===== src/rtl/lsu_pkg.sv =====
// Shared types and helpers for the load/store unit.
// Holds funct3 and FSM encodings plus the request legality check.
// No state; combinational helpers only.
package lsu_pkg;

  localparam int WORD_OFFSET_BITS = 2;

  typedef enum logic [2:0] {
    LB  = 3'd0,
    LH  = 3'd1,
    LW  = 3'd2,
    LBU = 3'd4,
    LHU = 3'd5
  } lsu_funct3_e;

  typedef enum logic [1:0] {
    IDLE   = 2'd0,
    ACCESS = 2'd1,
    RESP   = 2'd2
  } lsu_state_e;

  // Returns 1 when the request must be rejected without touching memory:
  // an unsupported funct3 for the direction, or a halfword/word access that
  // does not sit on its natural boundary.
  function automatic logic lsu_req_err(input logic                        is_store,
                                       input logic [2:0]                  funct3,
                                       input logic [WORD_OFFSET_BITS-1:0] offset);
    logic illegal;
    logic misaligned;
    if (is_store) begin
      illegal = (funct3 > 3'd2);
    end else begin
      illegal = (funct3 == 3'd3) || (funct3 == 3'd6) || (funct3 == 3'd7);
    end
    misaligned = ((funct3[1:0] == 2'b01) && offset[0]) ||
                 ((funct3[1:0] == 2'b10) && (offset != 2'b00));
    return illegal || misaligned;
  endfunction

endpackage


===== src/rtl/load_extend.sv =====
// Selects the addressed byte/halfword from a read word and extends it.
// Latency: purely combinational.
// Backpressure: none; output follows inputs.
module load_extend
  import lsu_pkg::*;
#(
  parameter int DATA_WIDTH = 32
) (
  input  logic [DATA_WIDTH-1:0]       rdata_i,
  input  logic [WORD_OFFSET_BITS-1:0] offset_i,
  input  logic [2:0]                  funct3_i,
  output logic [DATA_WIDTH-1:0]       data_o
);

  logic [7:0]  byte_lane;
  logic [15:0] half_lane;

  // Lane select then sign/zero extension according to funct3.
  always_comb begin
    byte_lane = rdata_i[{offset_i, 3'b000} +: 8];
    half_lane = rdata_i[{offset_i[1], 4'b0000} +: 16];
    data_o    = '0;
    case (funct3_i)
      LB:      data_o = {{(DATA_WIDTH-8){byte_lane[7]}}, byte_lane};
      LBU:     data_o = {{(DATA_WIDTH-8){1'b0}}, byte_lane};
      LH:      data_o = {{(DATA_WIDTH-16){half_lane[15]}}, half_lane};
      LHU:     data_o = {{(DATA_WIDTH-16){1'b0}}, half_lane};
      LW:      data_o = rdata_i;
      default: data_o = '0;
    endcase
  end

endmodule


===== src/rtl/load_store_unit.sv =====
// RV32I load/store stage: turns LB..SW into word-aligned byte-enabled memory accesses.
// Latency: 2 cycles start->done with zero-wait memory, 1 cycle for rejected requests.
// Backpressure: stalls upstream while memory holds mem_ready_i low; no timeout.
module load_store_unit
  import lsu_pkg::*;
#(
  parameter int DATA_WIDTH = 32,
  parameter int BE_WIDTH   = DATA_WIDTH / 8
) (
  input  logic                  clk,
  input  logic                  rst_n,
  input  logic                  start_i,
  input  logic                  is_store_i,
  input  logic [2:0]            funct3_i,
  input  logic [DATA_WIDTH-1:0] addr_i,
  input  logic [DATA_WIDTH-1:0] wdata_i,
  output logic                  stall_o,
  output logic                  done_o,
  output logic                  err_o,
  output logic [DATA_WIDTH-1:0] rdata_o,
  output logic                  mem_req_o,
  output logic                  mem_we_o,
  output logic [DATA_WIDTH-1:0] mem_addr_o,
  output logic [BE_WIDTH-1:0]   mem_be_o,
  output logic [DATA_WIDTH-1:0] mem_wdata_o,
  input  logic                  mem_ready_i,
  input  logic [DATA_WIDTH-1:0] mem_rdata_i
);

  lsu_state_e                  state_q, state_d;
  logic [2:0]                  funct3_q, funct3_d;
  logic [WORD_OFFSET_BITS-1:0] offset_q, offset_d;
  logic                        err_q, err_d;
  logic [DATA_WIDTH-1:0]       rdata_q, rdata_d;
  logic                        mem_we_q, mem_we_d;
  logic [DATA_WIDTH-1:0]       mem_addr_q, mem_addr_d;
  logic [BE_WIDTH-1:0]         mem_be_q, mem_be_d;
  logic [DATA_WIDTH-1:0]       mem_wdata_q, mem_wdata_d;

  logic                        req_err;
  logic [BE_WIDTH-1:0]         be_calc;
  logic [DATA_WIDTH-1:0]       wdata_calc;
  logic [DATA_WIDTH-1:0]       load_ext;

  load_extend #(
    .DATA_WIDTH(DATA_WIDTH)
  ) u_load_extend (
    .rdata_i  (mem_rdata_i),
    .offset_i (offset_q),
    .funct3_i (funct3_q),
    .data_o   (load_ext)
  );

  // Request legality plus byte-enable and lane-replicated store data from raw inputs.
  always_comb begin
    req_err    = lsu_req_err(is_store_i, funct3_i, addr_i[WORD_OFFSET_BITS-1:0]);
    be_calc    = '1;
    wdata_calc = wdata_i;
    if (is_store_i) begin
      case (funct3_i[1:0])
        2'b00: begin
          be_calc    = {{(BE_WIDTH-1){1'b0}}, 1'b1} << addr_i[WORD_OFFSET_BITS-1:0];
          wdata_calc = {BE_WIDTH{wdata_i[7:0]}};
        end
        2'b01: begin
          be_calc    = {{(BE_WIDTH-2){1'b0}}, 2'b11} << addr_i[WORD_OFFSET_BITS-1:0];
          wdata_calc = {(BE_WIDTH/2){wdata_i[15:0]}};
        end
        default: begin
          be_calc    = '1;
          wdata_calc = wdata_i;
        end
      endcase
    end
  end

  // FSM next-state, latched request fields and handshake outputs.
  always_comb begin
    state_d     = state_q;
    funct3_d    = funct3_q;
    offset_d    = offset_q;
    err_d       = err_q;
    rdata_d     = rdata_q;
    mem_we_d    = mem_we_q;
    mem_addr_d  = mem_addr_q;
    mem_be_d    = mem_be_q;
    mem_wdata_d = mem_wdata_q;
    stall_o     = 1'b0;
    done_o      = 1'b0;
    err_o       = 1'b0;
    case (state_q)
      IDLE: begin
        stall_o = start_i;
        if (start_i) begin
          funct3_d    = funct3_i;
          offset_d    = addr_i[WORD_OFFSET_BITS-1:0];
          err_d       = req_err;
          mem_we_d    = is_store_i;
          mem_addr_d  = {addr_i[DATA_WIDTH-1:WORD_OFFSET_BITS], {WORD_OFFSET_BITS{1'b0}}};
          mem_be_d    = be_calc;
          mem_wdata_d = wdata_calc;
          if (req_err) begin
            rdata_d = '0;
            state_d = RESP;
          end else begin
            state_d = ACCESS;
          end
        end
      end
      ACCESS: begin
        stall_o = 1'b1;
        if (mem_ready_i) begin
          rdata_d = mem_we_q ? '0 : load_ext;
          state_d = RESP;
        end
      end
      RESP: begin
        done_o  = 1'b1;
        err_o   = err_q;
        state_d = IDLE;
      end
      default: state_d = IDLE;
    endcase
  end

  assign mem_req_o   = (state_q == ACCESS);
  assign mem_we_o    = mem_we_q;
  assign mem_addr_o  = mem_addr_q;
  assign mem_be_o    = mem_be_q;
  assign mem_wdata_o = mem_wdata_q;
  assign rdata_o     = rdata_q;

  // State and latched-field registers with synchronous active-low reset.
  always_ff @(posedge clk) begin
    if (!rst_n) begin
      state_q     <= IDLE;
      funct3_q    <= '0;
      offset_q    <= '0;
      err_q       <= 1'b0;
      rdata_q     <= '0;
      mem_we_q    <= 1'b0;
      mem_addr_q  <= '0;
      mem_be_q    <= '0;
      mem_wdata_q <= '0;
    end else begin
      state_q     <= state_d;
      funct3_q    <= funct3_d;
      offset_q    <= offset_d;
      err_q       <= err_d;
      rdata_q     <= rdata_d;
      mem_we_q    <= mem_we_d;
      mem_addr_q  <= mem_addr_d;
      mem_be_q    <= mem_be_d;
      mem_wdata_q <= mem_wdata_d;
    end
  end

endmodule


===== config.mk =====
export PLATFORM = sky130hd
export DESIGN_NAME = load_store_unit
export DESIGN_NICKNAME = d
export VERILOG_FILES = /design/src/rtl/lsu_pkg.sv /design/src/rtl/load_extend.sv /design/src/rtl/load_store_unit.sv
export SDC_FILE = /design/constraint.sdc
export NUM_CORES = 1
export LEC_CHECK = 0
export CORE_ASPECT_RATIO = 0.5
export CORE_MARGIN = 3
export CORE_UTILIZATION = 29
export CTS_CLUSTER_SIZE = 40
export DETAILED_ROUTE_END_ITERATION = 8
export GPL_TIMING_DRIVEN = 1
export PLACE_DENSITY = 0.56
export SYNTH_ARGS = -nofsm -noshare
export SYNTH_HDL_FRONTEND = slang
export SYNTH_HIERARCHICAL = 1
export SYNTH_SLANG_ARGS = --single-unit

===== constraint.sdc =====
create_clock -name clk -period 2.45 [get_ports clk]
set_input_delay 0.49 -clock clk [delete_from_list [all_inputs] [get_ports clk]]
set_output_delay 0.49 -clock clk [all_outputs]
set_load 0.005 [all_outputs]

==> summary.md, run 1 <==
| Metric | Value |
|---|---|
| Max cap viols | `0` |
| Clk slew on worst S/H paths | `roughly 80 ps` |
| Ys Warns | `6` |
| Drc violations | `0` |
| HPWL after detailed placement | `13.4 mm` |
| Worst setup path category | `flop to output pin` |
| Tmin final | `around 2200 ps` |
| Worst slew pin tran | `between 1000 and 1500 ps` |
| CORE AREA | `roughly 0.018 mm²` |
| H-tree depth | `3` |
| Setup Buffers After CTS | `0` |
| Clk buf depth | `2` |
| Die area | `0.0203 mm²` |
| Netlist cell types | `42` |
| PortBufs | `206` |
| TritonCTS Buffers | `9` |
| Synth Register Bits | `107` |
| # diodes | `0` |
| Total gr overflow | `0` |
| Commonest non-fill, non-tap cells in the layout | `clkdlybuf4s50_1, dfxtp_1, nand2_1` |
| Cts hold-fix bufs | `0` |
| Die Ht | `just over 100 µm` |
| Area occupied by multi-input gates | `just under 0.003 mm²` |
| Number of global-route vias before repair | `5126` |
| Power Density | `approximately 570 mW/mm²` |
| Gr usage total | `18.1%` |
| Pre-antenna DRT Iters | `5` |
| EDFF count, synth | `0` |
| RePlAce Congestion | `between 0.8 and 0.9` |
| Required time of the worst setup path | `between 1500 and 2000 ps` |
| Starting Density | `30.2%` |
| DRT iter0 DRCs | `about 290` |
| Async S/R FF share, synth | `0%` |
| Antenna violations before repair | `0` |
| Mapped Cells | `653` |
| Fin crit share | `91.4%` |
| RSZ-0062 raised after global routing | `no` |
| Row count | `34` |
| P&R area growth vs syn | `48.1%` |
| WL final | `~19 mm` |
| Most common cell after layout, fill and taps aside | `clkdlybuf4s50_1` |
| Clk_lat worst skew | `350 ps` |
| Post-synthesis sequential area ratio | `39.8%` |
| CTS tree | `built` |
| Largest net degree at the start of global routing | `45` |
| Post-route ant nets | `0` |
| Slew headroom | `between 20 and 30%` |
| Layout cells sized above 1 | `under 10%` |
| IR Drop Worst-Case VDD | `0.345 mV` |
| Outcome | `completed` |
| Worst setup SP type | `flop` |
| Final setup TNS | `0 ps` |
| TritonCTS sink count | `between 100 and 150` |
| Root Buffer Master | `clkbuf_16` |
| IO Pins | `209` |
| Synth Area per Inst | `8.23 µm²` |
| Synthesized cell area | `between 0.005 and 0.006 mm²` |
| Vias per std cell | `5.19` |
| Via count | `5491` |
| Hold Crit Class | `flop to flop` |
| Resize count post-CTS | `0` |
| Final setup fails | `0` |
| Slew Limit Fails | `0` |
| Final hold viol count | `0` |
| Fin nets | `925` |
| Crit path max fanout | `8` |
| First-pass GRT wire length | `29.1 mm` |
| Synth Flop Type | `dfxtp_1` |
| Leakage power | `2.83 nW` |
| Worst setup EP type | `output pin` |
| Fill count | `1760` |
| Final hold slack | `454 ps` |
| Drt wl/cell | `18.0 µm` |
| FF/Latch Area | `0.00214 mm²` |
| Fmax | `about 450 MHz` |
| Worst Skew | `10.5 ps` |
| Crit path DAT | `approximately 1800 ps` |
| Die width | `199 µm` |
-- report_power, final --
part	internal (mW)	switching (mW)	leakage, nW
sequential	1.84	0.0737	0.876
combinational	0.531	0.494	1.80
clock	0.907	0.718	0.154
-- cells in the mapped netlist, types with 3 or more instances --
master,count,area share [%]
dfxtp_1,107,40
clkbuf_1,45,3.1
buf_2,13,1.2
nor2b_1,7,0.81
a221o_1,6,1.1
o221ai_1,8,1.3
buf_4,4,0.56
a31oi_1,3,0.35
a21oi_1,46,4.3
buf_1,5,0.35
a211oi_1,9,1.3
nand2_1,101,7.1
o21ai_1,5,0.47
mux2i_1,32,6.0
nor2_1,18,1.3
o211ai_1,81,11
o21ai_0,19,1.8
nand3_1,96,8.9
mux2_2,12,2.5
buf_6,6,1.3
nand2b_1,3,0.35
-- routing by layer --
metal  GRT usage, %  part of all wire [%]
met5              0                     0
met4           3.07                  0.90
met3           4.68                   5.5
met2           30.2                    47
met1           24.2                    46
-- state kept, by name (all words and copies together) (netlist names), 2 cells and up --
name         count
offset_q         2
rdata_o         32
mem_addr_o      30
funct3_q         3
mem_wdata_o     32
mem_be_o         4
state_q          2
-- worst paths after layout --
kind / startpoint / endpoint / slack, ps / cells past startpoint
worst min register to register: mem_addr_o[25] / mem_addr_o[25] / 450 / 2
worst max-delay path: state_q[1] / err_o / 210 / 3
worst min-delay path: mem_addr_o[25] / mem_addr_o[25] / 450 / 2
worst max register to register: funct3_q[0] / rdata_o[31] / 600 / 5
-- final cells by class --
type,count,share of cell area (%)
inverter,2,0.0943
tap,234,3.68
sequential,107,26.9
multi-input combinational,472,36.6
timing repair buffer,229,28.6
clock inverter,6,1.21
clock buffer,9,2.83
-- worst max-delay path, cell delays in order, from the launching register on --
cell,delay (ps)
dfxtp_1,540
nor2b_1,210
and2_1,140
clkdlybuf4s50_1,500
-- kinds of logic after synthesis --
| kind of cell | Yosys count | synth area share (%) |
|---|---|---|
| AND/OR/NAND/NOR | 241 | 21.3 |
| AO/OA/AOI/OAI | 185 | 23.6 |
| flip-flops | 107 | 39.8 |
| buffers and inverters | 75 | 6.66 |
| multiplexers | 44 | 8.47 |
| other | 1 | 0.0697 |
-- metrics by stage --
step           power, mW  worst slack (ps)  cell area, µm²  util (%)  std cells
3_3_place_gp        2.98               218            7640      43.0       1044
2_1_floorplan       2.44               836            5380         -        654
3_5_place_dp        2.98               204            7640      43.0       1044
6_report            4.56               210            7960      44.8       1059
5_1_grt             4.79               101            7960      44.8       1059
4_1_cts             4.61               197            7960      44.8       1059
No activity file was read; power rests on OpenSTA's default activity.
==> run 2, diff against run 1 <==
Settings changed: SLEW_MARGIN from default to 20.
==> results of run 2 <==
Final layout, timing and power as in run 1 (identical DEF).
